--- src/rtl/uart_pkg.sv ---
// -----------------------------------------------------------------------------
// uart_pkg
// Shared definitions for the UART receive path: receiver state encoding,
// default frame geometry and the 3-sample majority vote used at mid-bit.
// No ports (package).
// -----------------------------------------------------------------------------
package uart_pkg;

    typedef enum logic [2:0] {
        IDLE,
        START,
        DATA,
        STOP,
        WAIT_IDLE
    } rx_state_t;

    localparam int UART_OVERSAMPLE_DEFAULT = 16;
    localparam int UART_DATA_BITS_DEFAULT  = 8;

    // Two-out-of-three vote over the mid-bit samples.
    function automatic logic majority3(input logic a, input logic b, input logic c);
        return (a & b) | (a & c) | (b & c);
    endfunction

endpackage

--- src/rtl/uart_rx_sync.sv ---
// -----------------------------------------------------------------------------
// uart_rx_sync
// Multi-flop synchroniser for an asynchronous UART line input. Loads
// RESET_VALUE (idle-high by default) on reset so the receiver never sees a
// spurious start bit coming out of reset.
// Ports:
//   clk    : system clock
//   rst_n  : synchronous active-low reset
//   d      : asynchronous line input
//   q      : synchronised line, STAGES clocks of latency
// -----------------------------------------------------------------------------
module uart_rx_sync #(
    parameter int   STAGES      = 2,
    parameter logic RESET_VALUE = 1'b1
) (
    input  logic clk,
    input  logic rst_n,
    input  logic d,
    output logic q
);

    logic [STAGES-1:0] chain;

    // NOTE: reset is sampled inside the clocked block, so it only takes
    // effect on a clock edge; rst_n must be held across at least one edge.
    always_ff @(posedge clk) begin
        if (!rst_n) begin
            chain <= {STAGES{RESET_VALUE}};
        end else begin
            chain <= {chain[STAGES-2:0], d};
        end
    end

    assign q = chain[STAGES-1];

endmodule

--- src/rtl/uart_rx_sampler.sv ---
// -----------------------------------------------------------------------------
// uart_rx_sampler
// UART receive front-end. Synchronises rx_in, validates the start bit by a
// mid-bit majority vote, recovers each data bit by the same vote and presents
// it with a one-clock strobe in line order (first bit first). Stop-bit
// outcome is flagged as frame_done or framing_error.
// Ports:
//   clk            : system clock
//   rst_n          : synchronous active-low reset
//   rx_in          : asynchronous serial line, idle high
//   baud_tick      : one-clock pulse at OVERSAMPLE x baud rate
//   rcv_bit        : last recovered data bit, held between strobes
//   rcv_bit_valid  : one-clock strobe, rcv_bit carries a new data bit
//   frame_done     : one-clock strobe, stop bit sampled high
//   framing_error  : one-clock strobe, stop bit sampled low
//   rx_busy        : high whenever the receiver is not IDLE
// -----------------------------------------------------------------------------
module uart_rx_sampler
    import uart_pkg::*;
#(
    parameter int OVERSAMPLE  = UART_OVERSAMPLE_DEFAULT,
    parameter int DATA_BITS   = UART_DATA_BITS_DEFAULT,
    parameter int SYNC_STAGES = 2
) (
    input  logic clk,
    input  logic rst_n,
    input  logic rx_in,
    input  logic baud_tick,
    output logic rcv_bit,
    output logic rcv_bit_valid,
    output logic frame_done,
    output logic framing_error,
    output logic rx_busy
);

    localparam int TICK_W = $clog2(OVERSAMPLE);
    localparam int BIT_W  = (DATA_BITS > 1) ? $clog2(DATA_BITS) : 1;
    localparam int MID    = OVERSAMPLE / 2;

    localparam logic [TICK_W-1:0] TICK_LAST = TICK_W'(OVERSAMPLE - 1);
    localparam logic [TICK_W-1:0] SAMPLE_A  = TICK_W'(MID - 1);
    localparam logic [TICK_W-1:0] SAMPLE_B  = TICK_W'(MID);
    localparam logic [TICK_W-1:0] DECIDE    = TICK_W'(MID + 1);
    localparam logic [BIT_W-1:0]  BIT_LAST  = BIT_W'(DATA_BITS - 1);

    logic rx_s;

    rx_state_t         state_q, state_d;
    logic [TICK_W-1:0] tick_q, tick_d;
    logic [BIT_W-1:0]  bit_q, bit_d;
    logic [1:0]        samp_q, samp_d;
    logic              rcv_bit_d, valid_d, done_d, ferr_d;
    logic              vote, decide;

    uart_rx_sync #(
        .STAGES      (SYNC_STAGES),
        .RESET_VALUE (1'b1)
    ) u_sync (
        .clk   (clk),
        .rst_n (rst_n),
        .d     (rx_in),
        .q     (rx_s)
    );

    // The first two mid-bit samples are stored; the third is the live rx_s
    // on the decision tick, so the vote resolves on that tick.
    assign vote   = majority3(samp_q[0], samp_q[1], rx_s);
    assign decide = baud_tick && (tick_q == DECIDE);

    // NOTE: every signal driven here gets a default first, so no path leaves
    // a value unassigned and no latch is inferred.
    always_comb begin
        state_d   = state_q;
        tick_d    = tick_q;
        bit_d     = bit_q;
        samp_d    = samp_q;
        rcv_bit_d = rcv_bit;
        valid_d   = 1'b0;
        done_d    = 1'b0;
        ferr_d    = 1'b0;

        if (baud_tick) begin
            if (tick_q == SAMPLE_A) samp_d[0] = rx_s;
            if (tick_q == SAMPLE_B) samp_d[1] = rx_s;

            unique case (state_q)
                IDLE: begin
                    if (!rx_s) begin
                        state_d = START;
                        tick_d  = '0;
                    end
                end

                START: begin
                    if (decide && vote) begin
                        // Line went back high by mid-bit: glitch, not a start.
                        state_d = IDLE;
                        tick_d  = '0;
                    end else if (tick_q == TICK_LAST) begin
                        state_d = DATA;
                        tick_d  = '0;
                        bit_d   = '0;
                    end else begin
                        tick_d = tick_q + 1'b1;
                    end
                end

                DATA: begin
                    if (decide) begin
                        rcv_bit_d = vote;
                        valid_d   = 1'b1;
                    end
                    if (tick_q == TICK_LAST) begin
                        tick_d = '0;
                        if (bit_q == BIT_LAST) begin
                            state_d = STOP;
                        end else begin
                            bit_d = bit_q + 1'b1;
                        end
                    end else begin
                        tick_d = tick_q + 1'b1;
                    end
                end

                STOP: begin
                    // Leaving at mid stop bit leaves half a bit of slack for
                    // a back-to-back start edge.
                    if (decide) begin
                        tick_d = '0;
                        if (vote) begin
                            done_d  = 1'b1;
                            state_d = IDLE;
                        end else begin
                            ferr_d  = 1'b1;
                            state_d = WAIT_IDLE;
                        end
                    end else begin
                        tick_d = tick_q + 1'b1;
                    end
                end

                WAIT_IDLE: begin
                    // Park here during a break so it reports only once.
                    if (rx_s) state_d = IDLE;
                end

                default: state_d = IDLE;
            endcase
        end
    end

    // NOTE: sequential state uses non-blocking assignments so every flop
    // samples the pre-edge values regardless of statement order.
    always_ff @(posedge clk) begin
        if (!rst_n) begin
            state_q       <= IDLE;
            tick_q        <= '0;
            bit_q         <= '0;
            samp_q        <= '0;
            rcv_bit       <= 1'b0;
            rcv_bit_valid <= 1'b0;
            frame_done    <= 1'b0;
            framing_error <= 1'b0;
        end else begin
            state_q       <= state_d;
            tick_q        <= tick_d;
            bit_q         <= bit_d;
            samp_q        <= samp_d;
            rcv_bit       <= rcv_bit_d;
            rcv_bit_valid <= valid_d;
            frame_done    <= done_d;
            framing_error <= ferr_d;
        end
    end

    assign rx_busy = (state_q != IDLE);

endmodule

--- config.mk ---
export PLATFORM = sky130hd
export DESIGN_NAME = uart_rx_sampler
export DESIGN_NICKNAME = d
export VERILOG_FILES = /design/src/rtl/uart_pkg.sv /design/src/rtl/uart_rx_sync.sv /design/src/rtl/uart_rx_sampler.sv
export SDC_FILE = /design/constraint.sdc
export NUM_CORES = 1
export LEC_CHECK = 0
export CAP_MARGIN = 10
export CORE_MARGIN = 5
export CORE_UTILIZATION = 45
export DETAILED_ROUTE_END_ITERATION = 10
export PLACE_DENSITY = 0.72
export SYNTH_ARGS = -nofsm -noshare
export SYNTH_HDL_FRONTEND = slang
export SYNTH_SLANG_ARGS = --single-unit
--- constraint.sdc ---
create_clock -name clk -period 3.5 [get_ports clk]
set_input_delay 1.05 -clock clk [delete_from_list [all_inputs] [get_ports clk]]
set_output_delay 1.05 -clock clk [all_outputs]
set_load 0.05 [all_outputs]
# Word-level counts from Yosys, hierarchy flattened
# Cells that the tools add are included.
# W data, S select, Z words.
[totals]
mem_bits_rw = 0
reg_bits = 18
romBits = 0
in_bits = 4
latch_bits = 0
mem_count = 0
elab_cells = 71
[op_classes]
n_reduce_logical = 14
eq_ne = 18
multipliers = 0
bitwise_logic = 5
div_mod_pow = 0
add_sub_neg = 2
order_cmp = 0
shift = 0
n_mux = 22
[ops]
columns = ["op", "n"]
rows = [
  ["$mux W3", 12],
  ["$mux W4", 4],
  ["$pmux W4 S4", 1],
  ["$pmux W3 S5", 1],
  ["$ne A2 B2 Y1 const B", 7],
  ["$eq A4 B4 Y1 const B", 3],
  ["$reduce_and A3 Y1", 3],
  ["$reduce_and A7 Y1", 1],
  ["$eq A3 B2 Y1 const B", 2],
  ["$eq A3 B3 Y1 const B", 2],
  ["$pmux W3 S2", 1],
  ["$reduce_and A6 Y1", 1],
  ["$add A4 B1 Y4 const B", 1],
  ["$eq A4 B3 Y1 const B", 1],
  ["$reduce_and A2 Y1", 2],
  ["$reduce_and A4 Y1", 1],
  ["$reduce_bool A4 Y1", 1],
  ["$add A3 B1 Y3 const B", 1],
  ["$and A1 B1 Y1", 3],
  ["$eq A3 B1 Y1 const B", 1],
  ["$logic_not A3 Y1", 1],
  ["$mux W1", 3],
  ["$ne A3 B3 Y1 const B", 1],
  ["$reduce_bool A3 Y1", 1],
  ["4 further kinds", 6],
]

# Logic depth before layout (Yosys ltp)
[depth]
depth_word = 6
ltp_mapped = 7
ltp_nobuf = 7

# By module
# From an unflattened synthesis, not the netlist that was laid out.
[hier_totals]
hier_cells = 109
hier_area_um2 = 974.7
[by_module_without_submodules]
columns = ["mod", "seq_area_each_um2", "cells_each", "instances", "area_per_inst_um2"]
rows = [
  ["uart_rx_sampler", 320.3, 105, 1, 922.1],
  ["uart_rx_sync", 40.0, 4, 1, 52.6],
]

# Least setup slack after synthesis
# No wires, ideal clock.
[synth_path]
path_kind = "input to register"
start = "input baud_tick"
end = "register state_q[1]"
path_slack_ns = 1.382
path_stages = 5
t_arrival_ns = 2.003
cell_sequence = "and4b_4 > mux2_4 > o32ai_2 > o311a_1 > a31o_1"
[synth_via]
elab_chain_len = 4
elab_cells_between_ends = 7
cone_classes = "2 x eq/ne; 2 x mux; 3 x reduce/logical"
[synth_lines]
columns = ["item", "line", "rtl"]
rows = [
  ["from (decl)", "uart_rx_sampler.sv:28", "input logic baud_tick,"],
  ["$logic_and A1 B1 Y1", "uart_rx_sampler.sv:68", "assign decide = baud_tick && (tick_q == DECIDE);"],
  ["$logic_and A1 B1 Y1", "uart_rx_sampler.sv:95", "if (decide && vote) begin"],
  ["$ne A3 B3 Y1 (no line) or $mux W3 (tied branches)", "-", ""],
  ["$reduce_and A7 Y1 (no line) or $pmux W3 S5 (tied branches)", "-", ""],
  ["to (signal assigned)", "uart_rx_sampler.sv:165", "state_q <= state_d;"],
  ["to (decl)", "uart_rx_sampler.sv:48", "rx_state_t state_q, state_d;"],
]
# Several ways; a longest one is shown, not always the timed one.
# A chain may end at the register's enable or synchronous reset.

# Worst setup path in the final report
[layout_path]
start = "register state_q[0]"
end = "output rx_busy"
[layout_via]
elab_chain_len = 1
[layout_lines]
columns = ["item", "line", "rtl"]
rows = [
  ["$reduce_bool A3 Y1", "uart_rx_sampler.sv:176", "assign rx_busy = (state_q != IDLE);"],
  ["to (decl)", "uart_rx_sampler.sv:33", "output logic rx_busy"],
]
# Every way passes these cells.

==> out/results.tsv <==
stage	metric	value	unit
run_status	status	completed	
critical_path	sum of buffers and inverters on the critical path	1	
power_and_ir_drop	Power Internal	288	uW
sta	Final Skew	6.47	ps
placed_design	RePlAce Congestion	0.874	
clock_network	Clk Latency, worst-skew pair	300	ps
floorplan	die area	0.00319	mm2
sta	Rel. slew slack	66.7	%
synthesis	Ys Warns	0	
sta	Setup violations, final	0	
placed_design	Port Buffers	8	
clock_network	Clock transition at path regs	110	ps
clock_network	Post-CTS Resized	0	
drt	DR pass1 iterations	4	
grt	gr ovfl total	0	
clock_network	maximum clock path buffer count	2	
critical_path	Worst EP arrival	1820	ps
grt	GRT Resource Usage Total	12.9	%
placed_design	post-DP HPWL	1430	um
power_and_ir_drop	sequential fraction of design power	56.0	%
drt	drt total wl	1880	um
critical_path	Worst setup EP type	output port	
synthesis	Avg Cell Area, Syn	9.27	um2
drt	final antenna-violating net count	0	
sta	fin crit period	2870	ps
min_path	HP Start	u_sync.chain[0]	
critical_path	reg-to-reg startpoint	tick_q[1]	
cells_and_area	Area Growth Syn to Fin	13.9	%
sta	endpoints failing hold	0	
floorplan	Starting Density	48.6	%
power_and_ir_drop	worst vdd ir	221	uV
drt	routed vias	779	
critical_path	critical path's top delay family	buffers and inverters	
min_path	Hold Crit Class	reg -> reg	
critical_path	Critical-path top delay cell	clkdlybuf4s50_1	
synthesis	Netlist cell types	39	
drt	Avg WL per Cell	13.5	um
sta	fmax	349	MHz
cells_and_area	# fillers	184	
critical_path	worst reg-to-reg setup slack	1720	ps
min_path	hold depth	1	
power_and_ir_drop	switching share of total power	24.1	%
drt	vias per inst	5.56	
sta	RSZ-0062 raised after global routing	false	
grt	largest net degree at the start of global routing	13	
sta	Final Cycle Share	81.9	%
floorplan	core footprint	0.00200	mm2
clock_network	Post-CTS Hold Buffers	0	
critical_path	max incr delay on CP	700	ps
synthesis	dominant cell type by area after synthesis	dfxtp_1	
cells_and_area	ANT cells	0	
sta	fin worst setup slack	632	ps
clock_network	CTS tree	done	
critical_path	WP data required	2450	ps
critical_path	Setup crit start	state_q[0]	
floorplan	IO Pins	9	
sta	Slew Limit Fails	0	
cells_and_area	share of layout cells above drive strength 1	12.4	%
placed_design	worst slack, placed	720	ps
grt	vias in the first global route	759	
power_and_ir_drop	Logic pwr share	9.7	%
floorplan	Die Ht	56.5	um
critical_path	worst path cell trace	or3_1 -> clkdlybuf4s50_1	
power_and_ir_drop	P_leak	0.000454	uW
grt	global-route wire length before repair	3310	um
clock_network	TritonCTS Buffers	3	
synthesis	FF+latch count, synth	18	
synthesis	synth top area cells	dfxtp_1 (37%), ha_1 (6.4%), nand2_1 (4.2%)	
critical_path	Setup CP Type	reg -> out	
run	max cap viols	0	
drt	DRC errors left	0	
sta	final setup TNS	0	ps
synthesis	Post-Synthesis Cell Area	973	um2
placed_design	dpl cell area	0.00107	mm2
cells_and_area	Final Instance Area	0.00111	mm2
min_path	Worst Hold Endpoint	u_sync.chain[1]	
cells_and_area	final net count	123	
synthesis	sequential area share after synthesis	37.0	%
grt	initial antenna violation count	0	
power_and_ir_drop	Psw	91.3	uW
critical_path	Reg2Reg Depth	7	
clock_network	CTS sink cnt	18	
clock_network	H-tree depth	1	
floorplan	Die Wd	56.5	um
synthesis	Yosys top cell area share	37.0	%
clock_network	CTS root buf	clkbuf_4	
synthesis	syn_nets	114	
synthesis	Syn Inst Count	105	
floorplan	FP Rows	16	
critical_path	worst r2r dst	state_q[2]	
critical_path	Worst setup SP type	flip-flop	
sta	actual slew at the worst max-slew pin	498	ps
clock_network	post-CTS setup buffers	0	
drt	Iter 0 DRT Violations	15	
critical_path	Critical Path Fanout Max	9	
power_and_ir_drop	clock share of power	34.4	%
power_and_ir_drop	pwr dens	342	mW/mm2
==> stage by stage <==
step	power, uW	instances	utilization, %	hold WS, ps
2_1_floorplan	242	105	-	386
3_3_place_gp	252	136	53.6	392
3_5_place_dp	253	136	53.6	403
4_1_cts	380	140	55.4	432
5_1_grt	393	140	55.4	454
6_report	379	140	55.4	426
==> state kept, by name, summed over array words and instances, names as in the netlist <==
register	count
bit_q	3
frame_done	1
framing_error	1
rcv_bit	1
rcv_bit_valid	1
samp_q	2
state_q	3
tick_q	4
u_sync.chain	2
==> layout by cell type (no fill, tap or decap), types with 2 or more instances in the layout <==
cell type         n
a31o_1            2
and3_1            2
clkbuf_4          3
clkdlybuf4s50_1   8
dfxtp_1          18
ha_1              5
inv_1             4
mux2i_1           4
nand2_1          11
nand2b_1          4
nand3_1           7
nand4b_1          2
nor2_1            6
nor2b_1           4
nor3_1            3
o21ai_1           4
o22ai_1           2
==> metal layers <==
layer | GRT usage (%) | vias to the layer above | part of all wire [%]
met2 | 20.5 | 11 | 47
met4 | 5.76 | 0 | 1.2
met3 | 2.98 | 4 | 3.9
met1 | 16.3 | 373 | 48
met5 | 0 | - | 0
li1 | - | 391 | -
==> worst max path at each step <==
stage,to,slack (ps),depth (start not counted)
global placement,state_q[1],760,6
finish,rx_busy,630,2
floorplan,state_q[1],1380,5
global route,rx_busy,580,2
CTS,rx_busy,630,2
detailed placement,state_q[1],720,6
==> area by class of cell <==
class | count | area [um2] | area share [%]
Clock buffer | 4 | 36.3 | 3.27
Inverter | 5 | 18.8 | 1.69
Multi-Input combinational cell | 77 | 572 | 51.6
Sequential cell | 18 | 360 | 32.5
Tap cell | 27 | 33.8 | 3.05
Timing Repair Buffer | 9 | 87.6 | 7.90
==> worst reg2reg max path: stages, from the launching register on <==
cell	delay, ps
dfxtp_1	390
inv_1	80
ha_1	180
and4b_4	230
mux2_4	300
o32ai_2	150
nor2_1	130
a31o_1	230
==> kinds of logic (layout without fill, tap and decap cells) <==
kind of cell / count (synthesis) / after routing / share of synthesized area, %
muxes: 5 / 5 / 5.66
DFF: 18 / 18 / 37.0
and+or+nand+nor: 46 / 46 / 26.3
xor gates and xnor gates: 1 / 1 / 0.900
buffers and inverters: 10 / 18 / 4.24
AOI/OAI and AO/OA: 19 / 19 / 18.3
adders and majority gates: 6 / 6 / 7.58
==> power groups by stage <==
| stage | sequential [uW] | clock (uW) | combinational [uW] |
|---|---|---|---|
| finish | 212 | 130 | 36.6 |
| detailed placement | 217 | 0 | 36.4 |
| global route | 213 | 141 | 39.6 |
| global placement | 216 | 0 | 35.5 |
| CTS | 212 | 132 | 36.5 |
| floorplan | 214 | 0 | 28.5 |
==> synthesized netlist by cell type, drive strengths merged <==
master	n
clkbuf	2
o311a	1
or3	1
o21a	2
nor3	3
inv	4
a21boi	1
o21ai	4
a31o	2
nor2	6
o22a	1
a32o	1
o22ai	2
buf	3
a211oi	1
mux2	1
clkinv	1
nand3	7
a21o	1
xnor2	1
and4b	1
dfxtp	18
a211o	1
mux2i	4
and4	1
ha	5
nor2b	4
nand2b	4
nand4b	2
nor3b	2
nand2	11
maj3	1
and2	1
and3	3
o32ai	2
(Power assumes the default switching activity.)
